File: config.mk
export PLATFORM = sky130hd
export DESIGN_NAME = vexp_flat
export DESIGN_NICKNAME = d
export VERILOG_FILES = /design/src/rtl/vexp_if.sv /design/src/rtl/vexp.sv /design/src/flat_wrapper.sv
export SDC_FILE = /design/constraint.sdc
export NUM_CORES = 1
export LEC_CHECK = 0
export CORE_ASPECT_RATIO = 0.9
export CORE_MARGIN = 2
export CORE_UTILIZATION = 40
export DETAILED_ROUTE_END_ITERATION = 7
export SKIP_CTS_REPAIR_TIMING = 1
export SLEW_MARGIN = 20
export SYNTH_ARGS = -nofsm -noshare
export SYNTH_HDL_FRONTEND = slang
export SYNTH_SLANG_ARGS = --single-unit
File: constraint.sdc
create_clock -name CLK -period 12.55 [get_ports CLK]
set_input_delay 2.51 -clock CLK [delete_from_list [all_inputs] [get_ports CLK]]
set_output_delay 2.51 -clock CLK [all_outputs]
set_load 0.05 [all_outputs]
File: src/rtl/vexp_if.sv
// Handshake bundle for the vexp lane: operand in via valid_in/ready_in,
// result out via valid_out/ready_out.
interface vexp_if;
  logic [15:0] operand;
  logic        valid_in;
  logic        ready_in;
  logic [15:0] result;
  logic        valid_out;
  logic        ready_out;

  modport master (
    output operand, valid_in, ready_out,
    input  ready_in, result, valid_out
  );

  modport slave (
    input  operand, valid_in, ready_out,
    output ready_in, result, valid_out
  );
endinterface

File: src/rtl/vexp.sv
// BF16 e^x lane: five register stages computing 2^(x*log2 e) with a
// 16-entry table plus linear interpolation, whole-pipe stall on back-pressure.
module vexp (
  input  logic  CLK,
  input  logic  RST,
  vexp_if.slave vexpif
);
  localparam logic signed [17:0] LOG2E = 18'sh17154;

  logic stall, adv;
  assign stall          = vexpif.valid_out && !vexpif.ready_out;
  assign adv            = !stall;
  assign vexpif.ready_in = adv;

  logic               v1, v2, v3, v4, vout;
  logic               sp1, sp2, sp3, sp4;
  logic [15:0]        sv1, sv2, sv3, sv4;
  logic signed [24:0] s1_fx;
  logic signed [25:0] s2_t;
  logic signed [9:0]  s3_n;
  logic [17:0]        s3_base, s3_diff;
  logic [11:0]        s3_frac;
  logic signed [10:0] s4_e;
  logic [6:0]         s4_m;
  logic [15:0]        result_q;

  assign vexpif.valid_out = vout;
  assign vexpif.result    = result_q;

  function automatic logic [17:0] pow2_tab(input logic [4:0] i);
    case (i)
      5'd0:    pow2_tab = 18'd65536;
      5'd1:    pow2_tab = 18'd68438;
      5'd2:    pow2_tab = 18'd71468;
      5'd3:    pow2_tab = 18'd74631;
      5'd4:    pow2_tab = 18'd77936;
      5'd5:    pow2_tab = 18'd81386;
      5'd6:    pow2_tab = 18'd84990;
      5'd7:    pow2_tab = 18'd88753;
      5'd8:    pow2_tab = 18'd92682;
      5'd9:    pow2_tab = 18'd96785;
      5'd10:   pow2_tab = 18'd101070;
      5'd11:   pow2_tab = 18'd105545;
      5'd12:   pow2_tab = 18'd110218;
      5'd13:   pow2_tab = 18'd115098;
      5'd14:   pow2_tab = 18'd120194;
      5'd15:   pow2_tab = 18'd125515;
      default: pow2_tab = 18'd131072;
    endcase
  endfunction

  // Stage 1: classify specials and convert x to Q9.16
  logic        sgn;
  logic [7:0]  ex;
  logic [6:0]  man;
  logic [7:0]  sig;
  logic        spec_c;
  logic [15:0] sval_c;
  logic [24:0] mag;
  logic signed [24:0] fx_c;

  assign {sgn, ex, man} = vexpif.operand;
  assign sig = {1'b1, man};

  always_comb begin
    spec_c = 1'b1;
    sval_c = '0;
    if (ex == 8'hFF && man != 7'd0)                 sval_c = 16'h7FC0;
    else if (ex == 8'hFF)                           sval_c = sgn ? 16'h0000 : 16'h7F80;
    else if (ex == 8'h00)                           sval_c = 16'h3F80;
    else if (!sgn && vexpif.operand[14:0] >= 15'h42B2) sval_c = 16'h7F80;
    else if (sgn && vexpif.operand[14:0] >= 15'h42AF)  sval_c = 16'h0000;
    else                                            spec_c = 1'b0;
  end

  always_comb begin
    if (ex >= 8'd118) mag = 25'(sig) << (ex - 8'd118);
    else              mag = 25'(sig) >> (8'd118 - ex);
    fx_c = sgn ? -mag : mag;
  end

  // Stage 2: t = x * log2(e), floored to Q9.16
  logic signed [42:0] prod;
  logic signed [25:0] t_c;
  always_comb begin
    prod = s1_fx * LOG2E;
    t_c  = 26'(prod >>> 16);
  end

  // Stage 3: split t into integer n and fraction f, fetch interpolation points
  logic [3:0]  idx_c;
  logic [17:0] base_c, next_c;
  always_comb begin
    idx_c  = s2_t[15:12];
    base_c = pow2_tab({1'b0, idx_c});
    next_c = pow2_tab({1'b0, idx_c} + 5'd1);
  end

  // Stage 4: interpolate 2^f, round mantissa to nearest-even
  logic [29:0]        ip;
  logic [15:0]        pf;
  logic               rup;
  logic [7:0]         mr;
  logic signed [10:0] e_c;
  always_comb begin
    ip  = 30'(s3_diff) * 30'(s3_frac);
    pf  = 16'(s3_base + 18'(ip >> 12));
    rup = pf[8] && ((|pf[7:0]) || pf[9]);
    mr  = {1'b0, pf[15:9]} + {7'd0, rup};
    e_c = 11'(s3_n) + 11'sd127 + $signed({10'd0, mr[7]});
  end

  // Output pack: exponent range checks flush to +0 or saturate to +inf
  logic [15:0] res_c;
  always_comb begin
    if (sp4)                    res_c = sv4;
    else if (s4_e >= 11'sd255)  res_c = 16'h7F80;
    else if (s4_e <= 11'sd0)    res_c = '0;
    else                        res_c = {1'b0, s4_e[7:0], s4_m};
  end

  always_ff @(posedge CLK) begin
    if (RST) begin
      {v1, v2, v3, v4, vout} <= '0;
      result_q <= '0;
    end else if (adv) begin
      v1       <= vexpif.valid_in;
      v2       <= v1;
      v3       <= v2;
      v4       <= v3;
      vout     <= v4;
      result_q <= res_c;
    end
  end

  always_ff @(posedge CLK) begin
    if (adv) begin
      sp1     <= spec_c;
      sv1     <= sval_c;
      s1_fx   <= fx_c;
      sp2     <= sp1;
      sv2     <= sv1;
      s2_t    <= t_c;
      sp3     <= sp2;
      sv3     <= sv2;
      s3_n    <= s2_t[25:16];
      s3_base <= base_c;
      s3_diff <= next_c - base_c;
      s3_frac <= s2_t[11:0];
      sp4     <= sp3;
      sv4     <= sv3;
      s4_e    <= e_c;
      s4_m    <= mr[6:0];
    end
  end
endmodule

File: src/flat_wrapper.sv
// flat-port wrapper written by rule: the top's interface ports become plain ports
module vexp_flat 
  (CLK, RST, vexpif_operand, vexpif_valid_in, vexpif_ready_out, vexpif_ready_in, vexpif_result, vexpif_valid_out);
  vexp_if vexpif_i ();
  input  logic CLK;
  input  logic RST;
  input wire logic [$bits(vexpif_i.operand)-1:0] vexpif_operand;
  input wire logic [$bits(vexpif_i.valid_in)-1:0] vexpif_valid_in;
  input wire logic [$bits(vexpif_i.ready_out)-1:0] vexpif_ready_out;
  output wire logic [$bits(vexpif_i.ready_in)-1:0] vexpif_ready_in;
  output wire logic [$bits(vexpif_i.result)-1:0] vexpif_result;
  output wire logic [$bits(vexpif_i.valid_out)-1:0] vexpif_valid_out;
  assign vexpif_i.operand = vexpif_operand;
  assign vexpif_i.valid_in = vexpif_valid_in;
  assign vexpif_i.ready_out = vexpif_ready_out;
  assign vexpif_ready_in = vexpif_i.ready_in;
  assign vexpif_result = vexpif_i.result;
  assign vexpif_valid_out = vexpif_i.valid_out;
  vexp u_core (.CLK(CLK), .RST(RST), .vexpif(vexpif_i));
endmodule
==> impl.org, run 1 <==
** Outcome
- Outcome :: complete, no violations

** Yosys
- Sorting the synthesized cells by area gives the leading types as sky130_fd_sc_hd__fa_1 (25%), sky130_fd_sc_hd__edfxtp_1 (18%), sky130_fd_sc_hd__ha_1 (14%).
- Share of flip-flops with an asynchronous set or reset :: 0
- Counting flops and latches in the post-synthesis netlist gives 177.
- Yosys printed 0 warnings.
- Synthesis produced 2454 cells.
- Fraction of post-synthesis cell area in the top cell type by area :: 0.253
- Area leader, netlist :: sky130_fd_sc_hd__fa_1
- Mean cell area of the mapped netlist :: 9.58 um2
- Number of flops mapped to enable cells by yosys :: 141
- Post-synthesis cell area :: 23500 um2
- Syn Nets :: 3039
- Number of distinct library cells after synthesis :: 102
- Most common flop cell mapped by yosys :: sky130_fd_sc_hd__edfxtp_1
- The share of the Yosys chip area taken by registers is 0.211.
- The commonest cells after synthesis are sky130_fd_sc_hd__inv_1 (512), sky130_fd_sc_hd__fa_1 (297), sky130_fd_sc_hd__ha_1 (268), sky130_fd_sc_hd__nand2_1 (261), sky130_fd_sc_hd__edfxtp_1 (141).
- The most common cell in the synthesized netlist is sky130_fd_sc_hd__inv_1.

** Timing
- Based on the critical path, the design can be clocked at up to 111 MHz.
- Total negative setup slack :: 0 ns
- Across the routed clock network, the largest skew measured is 0.0148 ns.
- For the pin with the worst max-slew slack, the measured transition is 1.08 ns.
- Setup repair after global routing left no endpoint under its margin.
- Final setup fails :: 0
- The final number of hold-violating endpoints came to 0.
- Max-slew headroom :: 0.280
- Dividing the final minimum period by the clock period gives 0.716.
- After layout, the minimum clock period comes to 8.98 ns.
- Number of max-slew violations in the final report :: 0

** Setup path
- STA classifies the critical path endpoint as a register.
- Critical path type :: register to register
- Max Fanout on Critical Path :: 18
- CP delay by family, top :: adder cells
- For this run, the slowest stage of the critical path takes 0.73 ns.
- Required time of the worst setup path :: 12.77 ns
- Slowest CP cell :: sky130_fd_sc_hd__edfxtp_1
- Data arrives at the worst endpoint at 9.20 ns.
- Counting stages on the worst path, the most repeated cell is sky130_fd_sc_hd__fa_1.
- STA classifies the critical path startpoint as a register.
- The critical path contains buffers and inverters numbering 3 combined.

** Layout
- The area growth from synthesis to layout is 6.97%.
- Net count, final :: 3019
- Of the cells placed in the final design, the portion with a size suffix greater than 1 is 0.0405.
- Area of combinational cells with multiple inputs :: 16300 um2
- Register area :: 4950 um2
- The number of antenna diodes in the final layout is 0.
- Fill cell total of the finished layout :: 5638

** Floorplan
- DIE AREA :: 60700 um2
- The initialized floorplan defines 84 standard-cell rows.
- Die Wd :: 260 um
- For this configuration, the core starts out at a cell density of 0.404.
- Core box area :: 58200 um2
- The floorplan step set the die height to 234 um.
- Io pins :: 38

** Clock network
- TritonCTS created 17 clock buffers.
- Clock root buffer master :: sky130_fd_sc_hd__clkbuf_16
- Maximum level of the CTS H-tree :: 4
- Clock-pin slew was measured on the worst setup and hold paths at 0.07 ns.
- TritonCTS built the clock tree.
- Maximum clock path buffer count :: 2
- Clock sink count :: 177
- Clock latency on the worst-skew pair, taken at its later pin, is 0.46 ns.

** Route
- Post-DRT Antenna Nets :: 0
- In the final routed layout, each cell accounts on average for 15.4 um.
- Dividing the detail-routed via count by the number of cells gives 5.10.
- Total number of vias :: 16400
- The final layout contains routed wiring with a total length of 49.6 mm.
- Drc violations :: 0
- Detailed-routing iteration count for the pre-antenna-repair pass :: 5
- Iteration-0 DRC count of the detailed router :: 957

** Place
- In this run the tool buffered the top-level ports with 36 buffer cells.
- Total half-perimeter wirelength after legalization and detailed placement :: 41.0 mm
- At the end of routability-driven placement, the weighted congestion stood at 0.873.

** Global route
- Residual overflow from global routing :: 0
- Largest net degree at the start of global routing :: 84
- The via count of the first global-routing pass was 16600.
- The initial antenna violation count was 0.
- Wire length of the first global-routing pass :: 83.7 mm
- Overall fraction of global-route tracks in use :: 0.171

** Job
- Max-cap violations in this run came to 0.

** Min path
- The tightest min-delay check is of the register to register type.
==> state kept, by name, summed over array words and instances, names as in the netlist, 7 cells and up <==
signal,count
u_core.s4_e,11
u_core.s3_n,10
u_core.base_c,16
u_core.s3_diff,18
u_core.vexpif.result,15
u_core.s3_base,16
u_core.s2_t,26
u_core.s3_frac,12
u_core.s4_m,7
u_core.s1_fx,25
==> kinds of logic after synthesis <==
| kind of cell | share of synthesized area |
|---|---|
| adders and majority gates | 0.396 |
| xor gates and xnor gates | 0.0499 |
| and+or+nand+nor | 0.124 |
| DFF | 0.211 |
| buffers and inverters | 0.0975 |
| muxes | 0.0199 |
| AOI/OAI and AO/OA | 0.102 |
| other | 0.000160 |
==> final timing paths <==
check | startpoint | endpoint | slack (ns) | cells past startpoint
max | u_core.s3_frac[8] | u_core.s4_e[8] | 3.57 | 31
min | u_core.s2_t[9] | u_core.s3_frac[9] | 0.41 | 0
min reg2reg | u_core.s2_t[9] | u_core.s3_frac[9] | 0.41 | 0
max reg2reg | u_core.s3_frac[8] | u_core.s4_e[8] | 3.57 | 31
==> through the flow <==
stage          cells  hold WS (ns)  cell area [um2]  worst slack, ns  utilization
2_1_floorplan   2454         0.400            23500             2.65            -
3_3_place_gp    3189         0.403            24500             3.67        0.421
3_5_place_dp    3189         0.405            24500             3.56        0.421
4_1_cts         3221         0.416            25100             3.55        0.432
5_1_grt         3221         0.418            25100             3.02        0.432
6_report        3221         0.414            25100             3.57        0.432
==> final cells by class <==
| type | count | area share |
|---|---|---|
| multi-input cells | 1679 | 0.647 |
| flip-flops and latches | 177 | 0.197 |
| inverters | 516 | 0.0772 |
| well taps | 774 | 0.0385 |
| clock buffers | 18 | 0.0179 |
| repair buffers | 43 | 0.0164 |
| clock inverters | 14 | 0.00612 |
==> metal layers <==
metal  vias to the layer above  global-route usage  wire (um)
met4                         0              0.0517       1080
met2                       291               0.285      23200
li1                       7955                   -          -
met1                      8120               0.235      23800
met5                         -                   0          0
met3                        64              0.0198       1510
==> placed cells by master, fill, tap and decap left out, drive strengths merged, types with 9 or more instances in the layout <==
| cell type | synthesis | routed |
|---|---|---|
| o21a | 18 | 18 |
| xnor2 | 91 | 91 |
| ha | 268 | 268 |
| inv | 514 | 522 |
| a21o | 22 | 22 |
| clkdlybuf4s50 | 0 | 36 |
| nor2b | 10 | 10 |
| o21ai | 69 | 69 |
| nor2 | 99 | 99 |
| a31oi | 19 | 19 |
| fa | 297 | 297 |
| nor3 | 40 | 40 |
| or2 | 10 | 10 |
| a22oi | 10 | 10 |
| a21oi | 65 | 65 |
| and3 | 14 | 14 |
| mux2i | 23 | 23 |
| nand3 | 29 | 29 |
| and2 | 75 | 75 |
| a211oi | 19 | 19 |
| nand4 | 10 | 10 |
| o31ai | 16 | 16 |
| clkbuf | 62 | 18 |
| dfxtp | 36 | 36 |
| or3 | 18 | 18 |
| nor4 | 9 | 9 |
| edfxtp | 141 | 141 |
| xor2 | 42 | 42 |
| nand2 | 261 | 261 |
Power of run 1 is not shown: default switching activity piles up to over one toggle a cycle in this logic, so the estimate is an artifact.
==> inputs of run 2 (changes only) <==
==> constraint.sdc (replaced) <==
create_clock -name CLK -period 9.15 [get_ports CLK]
set_input_delay 1.83 -clock CLK [delete_from_list [all_inputs] [get_ports CLK]]
set_output_delay 1.83 -clock CLK [all_outputs]
set_load 0.05 [all_outputs]
==> impl.org, run 2 (synthesis gave the netlist of run 1 again) <==
** Layout
- Most frequent cells in the layout :: sky130_fd_sc_hd__inv_1 (511), sky130_fd_sc_hd__fa_1 (297), sky130_fd_sc_hd__ha_1 (268)
- The layout filler cell count is 5577 (-1.1%).
- Largest registers :: u_core.s2_t x26, u_core.s1_fx x25, u_core.s3_diff x18
- Final instance area :: 25500 um2 (+1.4%)
- Antenna diodes :: 0 (unchanged)
- Net count, final :: 3061 (+1.4%)
- Fraction of layout cells with a size suffix above 1 :: 0.0591 (+0.0186)
- Relative to the synthesized area, the layout overhead comes to 8.49%.
- Ranked by flip-flop count, first place goes to u_core.s2_t.
- Leaving out fill and tap cells, the most frequent cell in the layout is sky130_fd_sc_hd__inv_1.
- Largest register FFs :: 26 (unchanged)

** Timing
- The final cycle utilization of the critical path is 0.966 (+0.250).
- The slew at the pin closest to its max-slew limit is 1.06 ns (-0.0125 ns).
- Worst hold-check slack :: 0.421 ns (+0.00762 ns)
- The time the final worst path needs with I/O delays and setup was 8.84 ns (-0.143 ns).
- Total negative setup slack :: 0 ns (unchanged)
- Max frequency :: 113 MHz (+1.6%)
- Worst setup margin :: 0.308 ns (-3.26 ns)
- The clock tree skew after final layout came to 0.0206 ns (+0.00585 ns).
- The count of pins over their slew limit was 0 (unchanged).
- The number of setup violations in the final report was 0 (unchanged).
- The final number of hold-violating endpoints came to 0 (unchanged).
- Max-slew headroom :: 0.288 (+0.00839)

** Floorplan
- The top-level I/O count was 38 (unchanged).
- Die Wd :: 260 um (unchanged)
- The initial core utilization is 0.404 (unchanged).
- The die boundary height is 234 um (unchanged).
- Number of placement rows :: 84 (unchanged)
- DIE AREA :: 60700 um2 (unchanged)
- The core footprint is 58200 um2 (unchanged).

** Global route
- The routing usage on met3 is 0.0189 (-0.000865).
- Initial antenna violation count :: 1 (+1)
- Wire length of the first global-routing pass :: 85.7 mm (+2.4%)
- The routing usage on met1 was 0.241 (+0.00574).
- Number of global-route vias before repair :: 17100 (+3.1%)
- Overall fraction of global-route tracks in use :: 0.174 (+0.00313)
- The overall overflow remaining after global route came to 0 (unchanged).
- The routing usage on met2 came to 0.290 (+0.00500).
- Layer with the highest usage after global routing :: met2
- Largest net degree at the start of global routing :: 84 (unchanged)

** Clock network
- The clock edge transition at the registers on the reported setup and hold paths was 0.08 ns (about the same).
- The number of sinks handled by clock tree synthesis came to 177 (unchanged).
- TritonCTS built the clock tree.
- Clock latency on the worst-skew pair :: 0.47 ns (about the same)
- Maximum clock path buffer count :: 2 (unchanged)
- Maximum level of the CTS H-tree :: 4 (unchanged)
- The number of clock buffers inserted by TritonCTS is 17 (unchanged).
- Clock root buffer master :: sky130_fd_sc_hd__clkbuf_16

** Setup path
- Reg-to-reg endpoint :: u_core.s4_e[8]
- Worst reg-to-reg path cell count :: 32 (+3.2%)
- The arrival time at the worst endpoint is 9.06 ns (-0.14 ns).
- Critical path type :: register to register
- STA classifies the critical path startpoint as a register.
- Max Fanout on Critical Path :: 5 (-13)
- Most repeated library cell on the critical path :: sky130_fd_sc_hd__fa_1
- Slack of the worst reg-to-reg path :: 0.31 ns (-3.26 ns)
- CP endpoint kind :: register
- Required time of the worst setup path :: 9.37 ns (-3.40 ns)
- Slowest Stage Delay on Critical Path :: 0.59 ns (-0.14 ns)
- The startpoint identified for the worst register-to-register timing path is u_core.s3_frac[8].
- Slowest CP cell :: sky130_fd_sc_hd__or4b_4

** Route
- The count of unresolved DRC violations after routing came to 0 (unchanged).
- Post-DRT Antenna Nets :: 0 (unchanged)
- The post-detailed-routing wire length was 50.6 mm (+2.2%).
- Detailed-routing iteration count for the pre-antenna-repair pass :: 5 (unchanged)
- The post-detailed-route wirelength per cell came to 15.5 um (+0.85%).
- The number of DRC violations after detailed-routing iteration 0 was 916 (-4.3%).
- Total number of vias :: 16600 (+0.77%)
- The detail-routed via count per cell was 5.07 (-0.53%).

** Place
- The post-place instance area was 24700 um2 (+0.61%).
- Port-buffer cells :: 36 (unchanged)
- Total half-perimeter wirelength after legalization and detailed placement :: 41.8 mm (+1.9%)
- The placer congestion estimate came to 0.879 (+0.78%).
- Post-placement worst setup slack :: 0.151 ns (-3.41 ns)

** Job
- The count of max-cap constraint violations was 0 (unchanged).

** Min path
- The path with the worst hold slack has its endpoint at u_core.s3_frac[7].
- The worst hold path begins at u_core.s2_t[7].
- Worst hold stages :: 0 (unchanged)
- Worst min-delay path category :: register to register

** Outcome
- The flow ran to the end, and the final reports show no timing, DRC or antenna violations.
run 2: cell types whose count changed in the layout (fill, tap and decap cells not counted), sizes merged:
cell / delta
buf: +42
clkinvlp: +1
clkbuf: -1
run 2: worst max-delay path: cells and delay by family, from the launching register on:
family                     cells  cell delay, ns
adders and majority gates      9            3.70
and+or+nand+nor               10            2.40
AOI/OAI and AO/OA              5            1.09
xor gates and xnor gates       3            0.53
DFF                            1            0.46
buffers and inverters          5            0.43
run 2: metal layers:
metal,part of all wire,vias to the layer above,wire (um)
met2,0.47,299,24000
met1,0.47,8168,24000
met4,0.019,0,963
met3,0.032,60,1620
li1,-,8029,-
met5,0,-,0
run 2: worst max-delay path by stage:
stage	start	end	slack, ns	depth (start not counted)
final	u_core.s3_frac[8]	u_core.s4_e[8]	0.31	32
after global routing	u_core.s3_frac[11]	u_core.s4_e[8]	-0.03	30
after CTS	u_core.s3_frac[3]	u_core.s4_e[8]	0.02	33
after detailed placement	u_core.s3_frac[3]	u_core.s4_e[8]	0.15	33
after global placement	u_core.s3_frac[3]	u_core.s4_e[8]	0.38	33
after floorplan	vexpif_ready_out	vexpif_ready_in	0.61	4
run 2: layout make-up:
cell class	count	area [um2]	share of cell area
Sequential cell	177	4950	0.194
Clock buffer	17	425	0.0167
Multi-Input combinational cell	1679	16300	0.639
Tap cell	774	968	0.0380
Clock inverter	15	183	0.00716
Timing Repair Buffer	85	728	0.0286
Inverter	516	1940	0.0762
run 2: through the flow:
stage / instances / utilization
floorplan: 2454 / -
global placement: 3209 / 0.424
detailed placement: 3209 / 0.424
CTS: 3241 / 0.434
global route: 3263 / 0.438
finish: 3263 / 0.438
Power of run 2 is left out for the same reason.
